<file path="src/rtl/baud_pkg.sv">
// Shared constants for the baud tick generator (100 MHz clk, OVS=16).
// Fractional presets take effect only when BAUD_FRAC_EN is defined.
package baud_pkg;

  typedef enum logic [2:0] {
    SEL_115200 = 3'd0,
    SEL_38400  = 3'd1,
    SEL_19200  = 3'd2,
    SEL_9600   = 3'd3,
    SEL_CUST0  = 3'd4,
    SEL_CUST1  = 3'd5,
    SEL_CUST2  = 3'd6,
    SEL_CUST3  = 3'd7
  } baud_sel_e;

  localparam int CLAMP_MIN = 2;

  localparam logic [15:0] INT_115200 = 16'd54;
  localparam logic [15:0] INT_38400  = 16'd162;
  localparam logic [15:0] INT_19200  = 16'd325;
  localparam logic [15:0] INT_9600   = 16'd651;

  localparam logic [3:0] FRAC_115200 = 4'd4;
  localparam logic [3:0] FRAC_38400  = 4'd12;
  localparam logic [3:0] FRAC_19200  = 4'd8;
  localparam logic [3:0] FRAC_9600   = 4'd1;

  function automatic logic [15:0] preset_int(
    input baud_sel_e s
  );
    unique case (s)
      SEL_38400: return INT_38400;
      SEL_19200: return INT_19200;
      SEL_9600:  return INT_9600;
      default:   return INT_115200;
    endcase
  endfunction

  function automatic logic [3:0] preset_frac(
    input baud_sel_e s
  );
    unique case (s)
      SEL_38400: return FRAC_38400;
      SEL_19200: return FRAC_19200;
      SEL_9600:  return FRAC_9600;
      default:   return FRAC_115200;
    endcase
  endfunction

endpackage

</file>
<file path="src/rtl/baud_frac_acc.sv">
// Period counter with fractional carry accumulator.
// Accumulator exists only when BAUD_FRAC_EN is defined.
module baud_frac_acc
  import baud_pkg::*;
#(
  parameter int DIV_W  = 16,
  parameter int FRAC_W = 4
) (
  input  logic              clk,
  input  logic              reset,
  input  logic              en,
  input  logic [DIV_W-1:0]  div_int,
  input  logic [FRAC_W-1:0] div_frac,
  output logic              wrap
);

  localparam logic [DIV_W:0] ONE = (DIV_W+1)'(1);

  logic [DIV_W:0] cnt;
  logic [DIV_W:0] len;

  assign wrap = en && (cnt == len - ONE);

`ifdef BAUD_FRAC_EN
  logic [FRAC_W-1:0] acc;
  logic [FRAC_W:0]   sum;

  // div_* already carry the divisor for the period about to start
  assign sum = {1'b0, acc} + {1'b0, div_frac};

  always_ff @(posedge clk) begin
    if (reset || !en) begin
      cnt <= '0;
      acc <= '0;
      len <= {1'b0, div_int};
    end else if (wrap) begin
      cnt <= '0;
      acc <= sum[FRAC_W-1:0];
      len <= {1'b0, div_int}
           + {{DIV_W{1'b0}}, sum[FRAC_W]};
    end else begin
      cnt <= cnt + ONE;
    end
  end
`else
  logic frac_unused;
  assign frac_unused = ^div_frac;

  always_ff @(posedge clk) begin
    if (reset || !en) begin
      cnt <= '0;
      len <= {1'b0, div_int};
    end else if (wrap) begin
      cnt <= '0;
      len <= {1'b0, div_int};
    end else begin
      cnt <= cnt + ONE;
    end
  end
`endif

endmodule

</file>
<file path="src/rtl/baud_tick_gen.sv">
// Baud tick generator: shadow divisor regs, sub-tick counter, outputs.
// Define BAUD_FRAC_EN to enable the fractional divisor.
module baud_tick_gen
  import baud_pkg::*;
#(
  parameter int DIV_W  = 16,
  parameter int FRAC_W = 4,
  parameter int OVS    = 16
) (
  input  logic              clk,
  input  logic              reset,
  input  logic              en,
  input  logic [2:0]        sel,
  input  logic [DIV_W-1:0]  div_int,
  input  logic [FRAC_W-1:0] div_frac,
  input  logic              load,
  output logic              os_tick,
  output logic              bit_tick,
  output logic              baud_clk,
  output logic              div_err
);

  localparam int SUB_W = $clog2(OVS);
  localparam logic [SUB_W-1:0] SUB_LAST = SUB_W'(OVS - 1);
  localparam logic [SUB_W-1:0] SUB_HALF = SUB_W'(OVS/2 - 1);
  localparam logic [DIV_W-1:0] MIN_INT  = DIV_W'(CLAMP_MIN);

  logic [FRAC_W-1:0] cust_frac;
  logic [FRAC_W-1:0] pre_frac;
  logic [FRAC_W-1:0] rst_frac;

`ifdef BAUD_FRAC_EN
  // presets are in 1/16 units; rescale to FRAC_W bits
  function automatic logic [FRAC_W-1:0] scale(
    input logic [3:0] f
  );
    logic [FRAC_W+3:0] w;
    w = {f, {FRAC_W{1'b0}}};
    return w[FRAC_W+3 -: FRAC_W];
  endfunction

  assign cust_frac = div_frac;
  assign pre_frac  = scale(preset_frac(baud_sel_e'(sel)));
  assign rst_frac  = scale(FRAC_115200);
`else
  logic frac_unused;
  assign frac_unused = ^div_frac;
  assign cust_frac   = '0;
  assign pre_frac    = '0;
  assign rst_frac    = '0;
`endif

  logic [DIV_W-1:0]  req_int;
  logic [FRAC_W-1:0] req_frac;
  logic              req_err;

  always_comb begin
    req_int  = MIN_INT;
    req_frac = '0;
    req_err  = 1'b0;
    if (sel[2]) begin
      if (div_int < MIN_INT) begin
        req_err = 1'b1;
      end else begin
        req_int  = div_int;
        req_frac = cust_frac;
      end
    end else begin
      req_int  = DIV_W'(preset_int(baud_sel_e'(sel)));
      req_frac = pre_frac;
    end
  end

  logic [DIV_W-1:0]  act_int,  pend_int,  nxt_int;
  logic [FRAC_W-1:0] act_frac, pend_frac, nxt_frac;
  logic              act_err,  pend_err,  nxt_err;
  logic              pend_vld;
  logic              wrap;

  always_comb begin
    nxt_int  = act_int;
    nxt_frac = act_frac;
    nxt_err  = act_err;
    if (reset) begin
      nxt_int  = DIV_W'(INT_115200);
      nxt_frac = rst_frac;
      nxt_err  = 1'b0;
    end else if (!en && load) begin
      nxt_int  = req_int;
      nxt_frac = req_frac;
      nxt_err  = req_err;
    end else if (pend_vld && (!en || wrap)) begin
      nxt_int  = pend_int;
      nxt_frac = pend_frac;
      nxt_err  = pend_err;
    end
  end

  always_ff @(posedge clk) begin
    act_int  <= nxt_int;
    act_frac <= nxt_frac;
    act_err  <= nxt_err;
    if (reset || !en) begin
      pend_vld <= 1'b0;
    end else if (load) begin
      pend_vld  <= 1'b1;
      pend_int  <= req_int;
      pend_frac <= req_frac;
      pend_err  <= req_err;
    end else if (wrap) begin
      pend_vld <= 1'b0;
    end
  end

  baud_frac_acc #(
    .DIV_W  (DIV_W),
    .FRAC_W (FRAC_W)
  ) u_acc (
    .clk      (clk),
    .reset    (reset),
    .en       (en),
    .div_int  (nxt_int),
    .div_frac (nxt_frac),
    .wrap     (wrap)
  );

  logic [SUB_W-1:0] sub;

  always_ff @(posedge clk) begin
    if (reset || !en) begin
      sub      <= '0;
      os_tick  <= 1'b0;
      bit_tick <= 1'b0;
      baud_clk <= 1'b0;
    end else begin
      os_tick  <= wrap;
      bit_tick <= wrap && (sub == SUB_LAST);
      if (wrap) begin
        sub <= sub + SUB_W'(1);
        if (sub == SUB_HALF || sub == SUB_LAST)
          baud_clk <= ~baud_clk;
      end
    end
  end

  assign div_err = act_err;

endmodule

</file>
<file path="config.mk">
export PLATFORM = sky130hd
export DESIGN_NAME = baud_tick_gen
export DESIGN_NICKNAME = d
export VERILOG_FILES = /design/src/rtl/baud_pkg.sv /design/src/rtl/baud_frac_acc.sv /design/src/rtl/baud_tick_gen.sv
export SDC_FILE = /design/constraint.sdc
export NUM_CORES = 1
export LEC_CHECK = 0
export CORE_ASPECT_RATIO = 0.6
export CORE_MARGIN = 2
export CORE_UTILIZATION = 48
export CTS_BUF_LIST = sky130_fd_sc_hd__clkbuf_8 sky130_fd_sc_hd__clkbuf_16
export CTS_CLUSTER_SIZE = 25
export DETAILED_ROUTE_END_ITERATION = 10
export PLACE_DENSITY_LB_ADDON = 0.08
export SYNTH_ARGS = -nofsm -noshare
export SYNTH_HDL_FRONTEND = slang
export SYNTH_HIERARCHICAL = 1
export SYNTH_SLANG_ARGS = --single-unit
</file>
<file path="constraint.sdc">
create_clock -name clk -period 4 [get_ports clk]
set_input_delay 0.4 -clock clk [delete_from_list [all_inputs] [get_ports clk]]
set_output_delay 0.4 -clock clk [all_outputs]
set_load 0.1 [all_outputs]
</file>
==> impl_results.md, run 1 <==
- Via count: 2958
- Total global-route track usage: 22.0%
- Post-CTS setup buffers: 0
- P_leak: about 1.6 nW
- CP max-delay cell: or4_1
- Residual DRC: 0
- Initial antenna violation count: 0
- Final hold vios: 0
- P_sw: 0.427 mW
- Sw Ratio: ~23%
- Clock root cell: clkbuf_16
- Vias per cell: 5.69
- Grt total ovfl: 0
- Crit. End Element: flop
- # diodes: 0
- Hold_buf cts: 0
- Mapped Avg Cell Area: between 9 and 10 um^2
- Clk pwr share: 44.3%
- Clk_lat worst skew: 0.34 ns
- TritonCTS buffer count: 9
- Share of layout cells above drive strength 1: 7.69%
- Drt first-iter violations: approximately 190
- Data arrival, critical path: 3.85 ns
- Worst vdd ir: 0.000321 V
- Startpoint types: flop
- CTS tree: done
- Sequential power share: between 40% and 50%
- Starting density of the core: 50.7%
- Hold depth: 2
- Crit path required time: approximately 4.1 ns
- Critical path buffers and inverters: 0
- Die H: between 70 and 80 um
- H-tree lvl count: 3
- Final Cycle Share: 94.3%
- Cells after synthesis: 390
- Relative slew margins: 26.1%
- Synth Warn #: 6
- Clock skew: 0.00525 ns
- Slew @ Worst Pin: ~1.1 ns
- Vias in the first global route: 2855
- Layout area overhead: 16.5%
- Critical-path maximum fanout: 17
- Global-route wire length before repair: approximately 15000 um
- Status: completed
- Share of total power in combinational logic: 9.3%
- I/O pin cnt: 31
- FP Rows: 24
- Die span in x: 119 um
- Post-route ant nets: 0
- Cts repair resizes: 0
- CP cell instances: or4_1 > nor3_1 > mux2_2 > o21a_1 > a211oi_2 > and2_1 > nand2b_1 > nand2_4 > mux2_4 > o311a_1
- Fin nets: roughly 440
- Max-slew violation count: 0
- Routed len/inst: 16.7 um
- Grt met2 use: 31.5%
- Internal: about 1.4 mW
- Area occupied by multi-input gates: 1770 um^2
- Clock Path Buffers: 2
- Fill cell count: about 670
- Max-cap violation count: 0
- Hpwl dp: 6150 um
- Core area: ~7400 um^2
- GR peak layer: met1
- Sink Count: 75
- DRT Wirelength: approximately 8700 um
- Register Area: 1830 um^2
- Minimum clock period after layout: ~3.8 ns
- M3 GR Usage: 6.48%
- HP Class: reg2reg
- Max Fclk: 265 MHz
- Largest stage delay on the critical path: 0.69 ns
- Mapped Area: 3780 um^2
- Crit path kind: reg2reg
- Clock-pin slew on the worst setup and hold paths: 0.06 ns
- Worst Reg-to-Reg Cells: 10
- Setup TNS: 0 ns
- Routing usage on met1: 32.6%
- Largest net degree at the start of global routing: 30
- First-pass iteration count of the detailed router: 4
- Gp weighted congestion: 0.897
- # port buffers: 26
- P per Cell Area: 426 nW/um^2
- Post-synth net total: 420
- Stages on the worst setup path: 10
- Die area: between 8000 and 9000 um^2
- CP delay by family, top: simple AND/OR/NAND/NOR gates
- Final setup viols: 0
- Final Power: 1.88 mW
- RSZ-0062 raised after global routing: false
[registers in the layout, indices dropped and copies added, names as in the netlist]
name       count
sub            4
div_err        1
u_acc/cnt     17
pend_vld       1
act_int       16
pend_err       1
bit_tick       1
pend_int      16
u_acc/len     16
os_tick        1
baud_clk       1
[cell usage in the layout (no fill, tap or decap), drive strengths merged, types with 3 or more instances in the layout]
cell,count
ha,3
mux2,3
a21oi,24
nand3,21
clkdlybuf4s50,26
a311oi,14
inv,16
edfxtp,33
nor2b,6
xnor2,20
clkbuf,9
o21ai,4
nand2,42
o21bai,3
a211oi,6
a21o,3
nand2b,4
and2,9
buf,8
nor2,32
dfxtp,42
nor4,9
nand4,8
nor3,14
and3,5
xor2,16
[cell type report]
cell class / count / area share [%]
flip-flops and latches: 75 / 41.6
multi-input cells: 280 / 40.3
repair buffers: 34 / 7.28
clock buffers: 9 / 5.12
well taps: 104 / 2.96
clock inverters: 7 / 1.79
inverters: 11 / 0.938
[power groups by stage]
stage	Clock (mW)	Combinational (mW)	Sequential (mW)
3_3_place_gp	0	0.169	0.885
2_1_floorplan	0	0.116	0.878
5_1_grt	0.875	0.192	0.875
4_1_cts	0.847	0.173	0.869
6_report	0.831	0.175	0.870
3_5_place_dp	0	0.172	0.885
[worst paths after layout]
check                 end         start  slack [ns]
max reg2reg  u_acc/len[1]  u_acc/len[3]        0.23
min              bit_tick        sub[3]        0.46
min reg2reg      bit_tick        sub[3]        0.46
max          u_acc/len[1]  u_acc/len[3]        0.23
[metrics by stage]
| step | hold slack [ns] | cells | utilization [%] | setup WS, ns | cell area (um^2) |
|---|---|---|---|---|---|
| after detailed placement | 0.459 | 504 | 55.0 | 0.244 | 4100 |
| after global placement | 0.456 | 504 | 55.0 | 0.342 | 4100 |
| final | 0.456 | 520 | 59.1 | 0.229 | 4400 |
| after global routing | 0.481 | 520 | 59.1 | 0.00341 | 4400 |
| after CTS | 0.466 | 520 | 59.1 | 0.235 | 4400 |
| after floorplan | 0.421 | 390 | - | 0.295 | 3780 |
[worst reg2reg max path: stages (launching register included)]
cell,delay (ns)
edfxtp_1,0.50
or4_1,0.69
nor3_1,0.35
mux2_2,0.38
o21a_1,0.19
a211oi_2,0.16
and2_1,0.22
nand2b_1,0.19
nand2_4,0.17
mux2_4,0.37
o311a_1,0.30
[layer usage]
layer	up-vias	wire length (um)
li1	1456	-
met1	1429	4660
met2	65	3490
met3	8	439
met4	0	80
met5	-	0
(Power assumes the default switching activity.)
==> run 2: changes to the inputs <==
--- a/config.mk
+++ b/config.mk
@@ -11,6 +11,7 @@
 export CTS_BUF_LIST = sky130_fd_sc_hd__clkbuf_8 sky130_fd_sc_hd__clkbuf_16
 export CTS_CLUSTER_SIZE = 25
 export DETAILED_ROUTE_END_ITERATION = 10
+export GPL_TIMING_DRIVEN = 0
 export PLACE_DENSITY_LB_ADDON = 0.08
 export SYNTH_ARGS = -nofsm -noshare
 export SYNTH_HDL_FRONTEND = slang
==> constraint.sdc (replaced) <==
create_clock -name clk -period 3.15 [get_ports clk]
set_input_delay 0.315 -clock clk [delete_from_list [all_inputs] [get_ports clk]]
set_output_delay 0.315 -clock clk [all_outputs]
set_load 0.1 [all_outputs]
==> impl_results.md, run 2 (synthesis results as in run 1) <==
- Status: finished, violations left
- Failing checks: setup timing
- Setup TNS: -0.890 ns (-0.890 ns)
- Global-route wire length before repair: 15900 um (+7.7%)
- Pre-CTS setup slack: -0.953 ns (-1.20 ns)
- Layout area overhead: 31.6%
- Top reg by flops: u_acc/cnt
- Largest register FFs: 17 (unchanged)
- Minimum clock period after layout: 3.30 ns (-0.474 ns)
- Relative slew margins: 35.8% (+9.8 points)
- Residual DRC: 0 (unchanged)
- Post-Place Cells: 520 (+3.2%)
- Die span in x: 119 um (unchanged)
- HP Class: reg2reg
- Sw Ratio: 25.2% (+2.5 points)
- TritonCTS buffer count: 9 (unchanged)
- Clk pwr share: 41.9% (-2.4 points)
- FP Rows: 24 (unchanged)
- P_sw: 0.614 mW (+44%)
- Die H: 72.7 um (unchanged)
- Max-slew violation count: 0 (unchanged)
- Final hold vios: 0 (unchanged)
- Final Power: 2.43 mW (+30%)
- Starting density of the core: 50.7% (unchanged)
- Grt total ovfl: 0 (unchanged)
- Core area: 7450 um^2 (unchanged)
- Crit. End Element: flop
- Slew @ Worst Pin: 0.960 ns (-0.149 ns)
- Fin nets: 482 (+9.3%)
- Vias in the first global route: 3013 (+5.5%)
- Max Fclk: 303 MHz (+14%)
- Share of layout cells above drive strength 1: 23.0% (+15 points)
- RSZ-0062 raised after global routing: true
- Clock-pin slew on the worst setup and hold paths: 0.06 ns (about the same)
- # port buffers: 26 (unchanged)
- Area after DPL: 4220 um^2 (+2.9%)
- Die area: 8620 um^2 (unchanged)
- Startpoint types: flop
- I/O pin cnt: 31 (unchanged)
- Gp weighted congestion: 0.887 (-1.1%)
- Crit path required time: 3.24 ns (-0.84 ns)
- Commonest non-fill, non-tap cell in the layout: dfxtp_1
- P_leak: 1.79 nW (+14%)
- Clk_lat worst skew: 0.34 ns (about the same)
- Fill cell count: 607 (-8.9%)
- Final non-filler cell total: 561 (+7.9%)
- Clock root cell: clkbuf_16
- Clock skew: 0.00539 ns (+0.000145 ns)
- P per Cell Area: 490 nW/um^2 (+15%)
- Sequential power share: 45.2% (-1.1 points)
- Share of total power in combinational logic: 12.9% (+3.6 points)
- DRT Wirelength: 9740 um (+12%)
- Post-route ant nets: 0 (unchanged)
- Setup WS post-layout: -0.148 ns (-0.376 ns)
- CTS tree: done
- Max-cap violation count: 0 (unchanged)
- Vias per cell: 5.68 (-0.16%)
- Routed len/inst: 17.4 um (+4.1%)
- Clock Path Buffers: 2 (unchanged)
- Most frequent cells in the layout: 42 x dfxtp_1, 40 x nand2_1, 33 x edfxtp_1
- Critical-path maximum fanout: 5 (-12)
- H-tree lvl count: 3 (unchanged)
- Worst vdd ir: 0.000349 V (+8.9%)
- Hpwl dp: 6520 um (+6.1%)
- Internal: 1.82 mW (+26%)
- # diodes: 0 (unchanged)
- Data arrival, critical path: 3.38 ns (-0.47 ns)
- Via count: 3186 (+7.7%)
- Final setup viols: 14 (+14)
- Crit path kind: reg2reg
- Sink Count: 75 (unchanged)
- Total global-route track usage: 24.2% (+2.2 points)
- Final instance area: 4970 um^2 (+13%)
- Initial antenna violation count: 0 (unchanged)
- Largest net degree at the start of global routing: 18 (-40%)
- Final Cycle Share: 105% (+10 points)
- Drt first-iter violations: 212 (+13%)
- First-pass iteration count of the detailed router: 4 (unchanged)
## run 2: cell types whose count changed in the layout (fill, tap and decap cells not counted), moves of 4 or more
cell,before,now
inv_1,16,11
buf_4,8,30
a211oi_1,5,1
buf_6,0,6
a311oi_2,0,12
clkbuf_1,0,9
a311oi_1,14,2
## run 2: metal layers
metal  vias up  share of wire [%]  GRT usage (%)
met3        12                5.7           5.86
met2        83                 41           34.8
met4         0                1.1           7.67
met5         -                  0              0
li1       1539                  -              -
met1      1552                 52           36.0
## run 2: power groups by stage
stage	Clock, mW	Combinational [mW]	Sequential, mW
2_1_floorplan	0	0.153	1.12
3_3_place_gp	0	0.234	1.12
3_5_place_dp	0	0.238	1.12
4_1_cts	1.04	0.285	1.09
5_1_grt	1.07	0.337	1.11
6_report	1.02	0.314	1.10
## run 2: stage by stage
stage	util [%]	hold slack (ns)
3_3_place_gp	56.6	0.457
3_5_place_dp	56.6	0.483
4_1_cts	64.8	0.499
6_report	66.8	0.483
2_1_floorplan	-	0.421
5_1_grt	66.8	0.501
## run 2: final timing paths
| path | start | cells past startpoint | endpoint | slack, ns |
|---|---|---|---|---|
| setup / recovery | u_acc/len[2] | 10 | u_acc/len[1] | -0.15 |
| hold / removal | sub[3] | 2 | bit_tick | 0.48 |
| setup reg to reg | u_acc/len[2] | 10 | u_acc/len[1] | -0.15 |
| hold reg to reg | sub[3] | 2 | bit_tick | 0.48 |
## run 2: layout make-up
type                       count  area, um^2  area share (%)
multi-input combinational    280        2060            41.5
clock buffer                   9         225            4.53
buffer                        17        92.6            1.86
sequential                    75        1830            36.8
timing repair buffer          58         515            10.4
inverter                      11        45.0           0.906
tap                          104         130            2.62
clock inverter                 7        70.1            1.41
## run 2: critical path, stage by stage, from the launching register on
cell and delay [ns]:
edfxtp_1 0.41, or4_4 0.60, nor3_4 0.24, mux2_4 0.32, o21a_4 0.24, a211oi_4 0.20
and2_4 0.19, nand2b_4 0.15, nand2_4 0.07, mux2_4 0.30, o311a_4 0.32
## run 2: timing repair
action | 4_1_cts | 5_1_grt
endpoints found under the setup margin | 56 | 49
setup buffers | 18 | 14
hold buffers | 0 | 0
pin swaps | 15 | 24
resized for setup | 35 | 17
gates cloned | 1 | 0
==> run 3: changes to the inputs <==
--- a/config.mk
+++ b/config.mk
@@ -11,6 +11,7 @@
 export CTS_BUF_LIST = sky130_fd_sc_hd__clkbuf_8 sky130_fd_sc_hd__clkbuf_16
 export CTS_CLUSTER_SIZE = 25
 export DETAILED_ROUTE_END_ITERATION = 10
+export GPL_ROUTABILITY_DRIVEN = 0
 export GPL_TIMING_DRIVEN = 0
 export PLACE_DENSITY_LB_ADDON = 0.08
 export SYNTH_ARGS = -nofsm -noshare
==> impl_results.md, run 3 (synthesis results as in run 1) <==
- Data arrival, critical path: 3.44 ns (+0.06 ns)
- P_leak: 1.80 nW (+0.59%)
- Final core occ: 67.3% (+0.52 points)
- Drt first-iter violations: 308 (+45%)
- Top reg by flops: u_acc/cnt
- Clock Path Buffers: 2 (unchanged)
- Minimum clock period after layout: 3.36 ns (+0.0615 ns)
- Total global-route track usage: 23.5% (-0.69 points)
- Clock skew: 0.00952 ns (+0.00412 ns)
- Fill cell count: 608 (+0.16%)
- Setup TNS: -1.43 ns (-0.543 ns)
- # port buffers: 26 (unchanged)
- Max-cap violation count: 0 (unchanged)
- Via count: 3206 (+0.63%)
- # diodes: 0 (unchanged)
- P per Cell Area: 478 nW/um^2 (-2.4%)
- Final Cycle Share: 107% (+2.0 points)
- Final hold vios: 0 (unchanged)
- Register Area: 1830 um^2 (unchanged)
- Residual DRC: 0 (unchanged)
- Max-slew violation count: 0 (unchanged)
- Starting density of the core: 50.7% (unchanged)
- Failing checks: setup timing
- TritonCTS buffer count: 9 (unchanged)
- Final Power: 2.39 mW (-1.7%)
- Critical path origin: u_acc/len[2]
- DRT Wirelength: 9670 um (-0.68%)
- Beginning of the worst hold path: sub[3]
- Startpoint types: flop
- Crit Reg-Reg Startpoint: u_acc/len[2]
- Most frequent cells in the layout: 42 x dfxtp_1, 33 x nand2_1, 33 x edfxtp_1
- Vias per cell: 5.75 (+1.2%)
- Hold depth: 2 (unchanged)
- HP Class: reg2reg
- Initial antenna violation count: 0 (unchanged)
- CTS tree: done
- Global-route wire length before repair: 15800 um (-0.87%)
- Area after DPL: 4220 um^2 (unchanged)
- FP Rows: 24 (unchanged)
- Worst Reg-to-Reg Cells: 10 (unchanged)
- Largest net degree at the start of global routing: 18 (unchanged)
- Crit path kind: reg2reg
- Status: finished, violations left
- Grt total ovfl: 0 (unchanged)
- Clk_lat worst skew: 0.34 ns (about the same)
- Vias in the first global route: 3016 (+0.10%)
- Die area: 8620 um^2 (unchanged)
- Critical-path maximum fanout: 5 (unchanged)
- Share of layout cells above drive strength 1: 25.6% (+2.6 points)
- Worst Hold Path EP: bit_tick
- Crit path required time: 3.23 ns (about the same)
- H-tree lvl count: 3 (unchanged)
- Final setup viols: 22 (+8)
- Worst reg2reg path endpoint: u_acc/len[1]
- Max Fclk: 298 MHz (-1.8%)
- Layout area overhead: 32.6%
- Die H: 72.7 um (unchanged)
- Slew @ Worst Pin: 0.966 ns (+0.00603 ns)
- Die span in x: 119 um (unchanged)
- Clock-pin slew on the worst setup and hold paths: 0.06 ns (about the same)
- Relative slew margins: 35.4% (-0.40 points)
- Reg2reg setup slack: -0.21 ns (-0.06 ns)
- Commonest non-fill, non-tap cell in the layout: dfxtp_1
- RSZ-0062 raised after global routing: true
- Largest register FFs: 17 (unchanged)
- Routed len/inst: 17.3 um (-0.14%)
- I/O pin cnt: 31 (unchanged)
- Core area: 7450 um^2 (unchanged)
- Worst vdd ir: 0.000511 V (+47%)
- Area occupied by multi-input gates: 2110 um^2 (+2.6%)
- Clock root cell: clkbuf_16
- Post-route ant nets: 0 (unchanged)
- Hpwl dp: 6390 um (-2.1%)
- Setup WS post-layout: -0.209 ns (-0.0615 ns)
- Final instance area: 5010 um^2 (+0.78%)
- First-pass iteration count of the detailed router: 5 (+1)
- Sink Count: 75 (unchanged)
- Fin nets: 479 (-0.62%)
- Crit. End Element: flop
[run 3: through the flow]
stage	instances	setup WS, ns	hold WS (ns)
CTS	552	-0.239	0.484
finish	558	-0.209	0.478
floorplan	390	-0.458	0.421
detailed placement	520	-0.994	0.477
global route	558	-0.289	0.497
global placement	520	-0.951	0.456
[run 3: worst max-delay path by stage]
stage,cells past startpoint,to
global route,13,u_acc/len[1]
floorplan,13,u_acc/len[1]
CTS,12,u_acc/len[1]
global placement,13,u_acc/len[1]
detailed placement,16,u_acc/len[1]
finish,10,u_acc/len[1]
[run 3: where the power goes]
part | switching, mW | total [mW] | internal (mW)
Combinational | 0.174 | 0.317 | 0.142
Clock | 0.382 | 0.973 | 0.591
Sequential | 0.0349 | 1.10 | 1.07
Total | 0.591 | 2.39 | 1.80
[run 3: cell type report]
| class | count | area share [%] |
|---|---|---|
| plain buffers | 19 | 2.50 |
| repair buffers | 53 | 9.64 |
| flip-flops and latches | 75 | 36.6 |
| well taps | 104 | 2.60 |
| multi-input cells | 280 | 42.2 |
| clock buffers | 11 | 5.27 |
| clock inverters | 5 | 0.425 |
| inverters | 11 | 0.824 |
[run 3: worst max-delay path: stages, from the launching register on]
cell	delay [ns]
edfxtp_1	0.40
or4_4	0.59
nor3_4	0.25
mux2_4	0.33
o21a_4	0.23
a211oi_4	0.21
and2_4	0.19
nand2b_4	0.15
nand2_4	0.06
mux2_4	0.30
o311a_4	0.37
[run 3: repair_timing]
action | CTS | global route
gates resized for setup | 53 | 14
hold buffers | 0 | 0
pin swaps | 16 | 18
buffers inserted | 17 | 9
setup endpoints to repair | 56 | 49
gates cloned | 1 | 0
[run 3: layer usage]
layer	part of all wire (%)	global-route usage [%]
met1	51	35.3
met2	41	33.5
met3	5.8	6.17
met4	1.4	6.35
met5	0	0
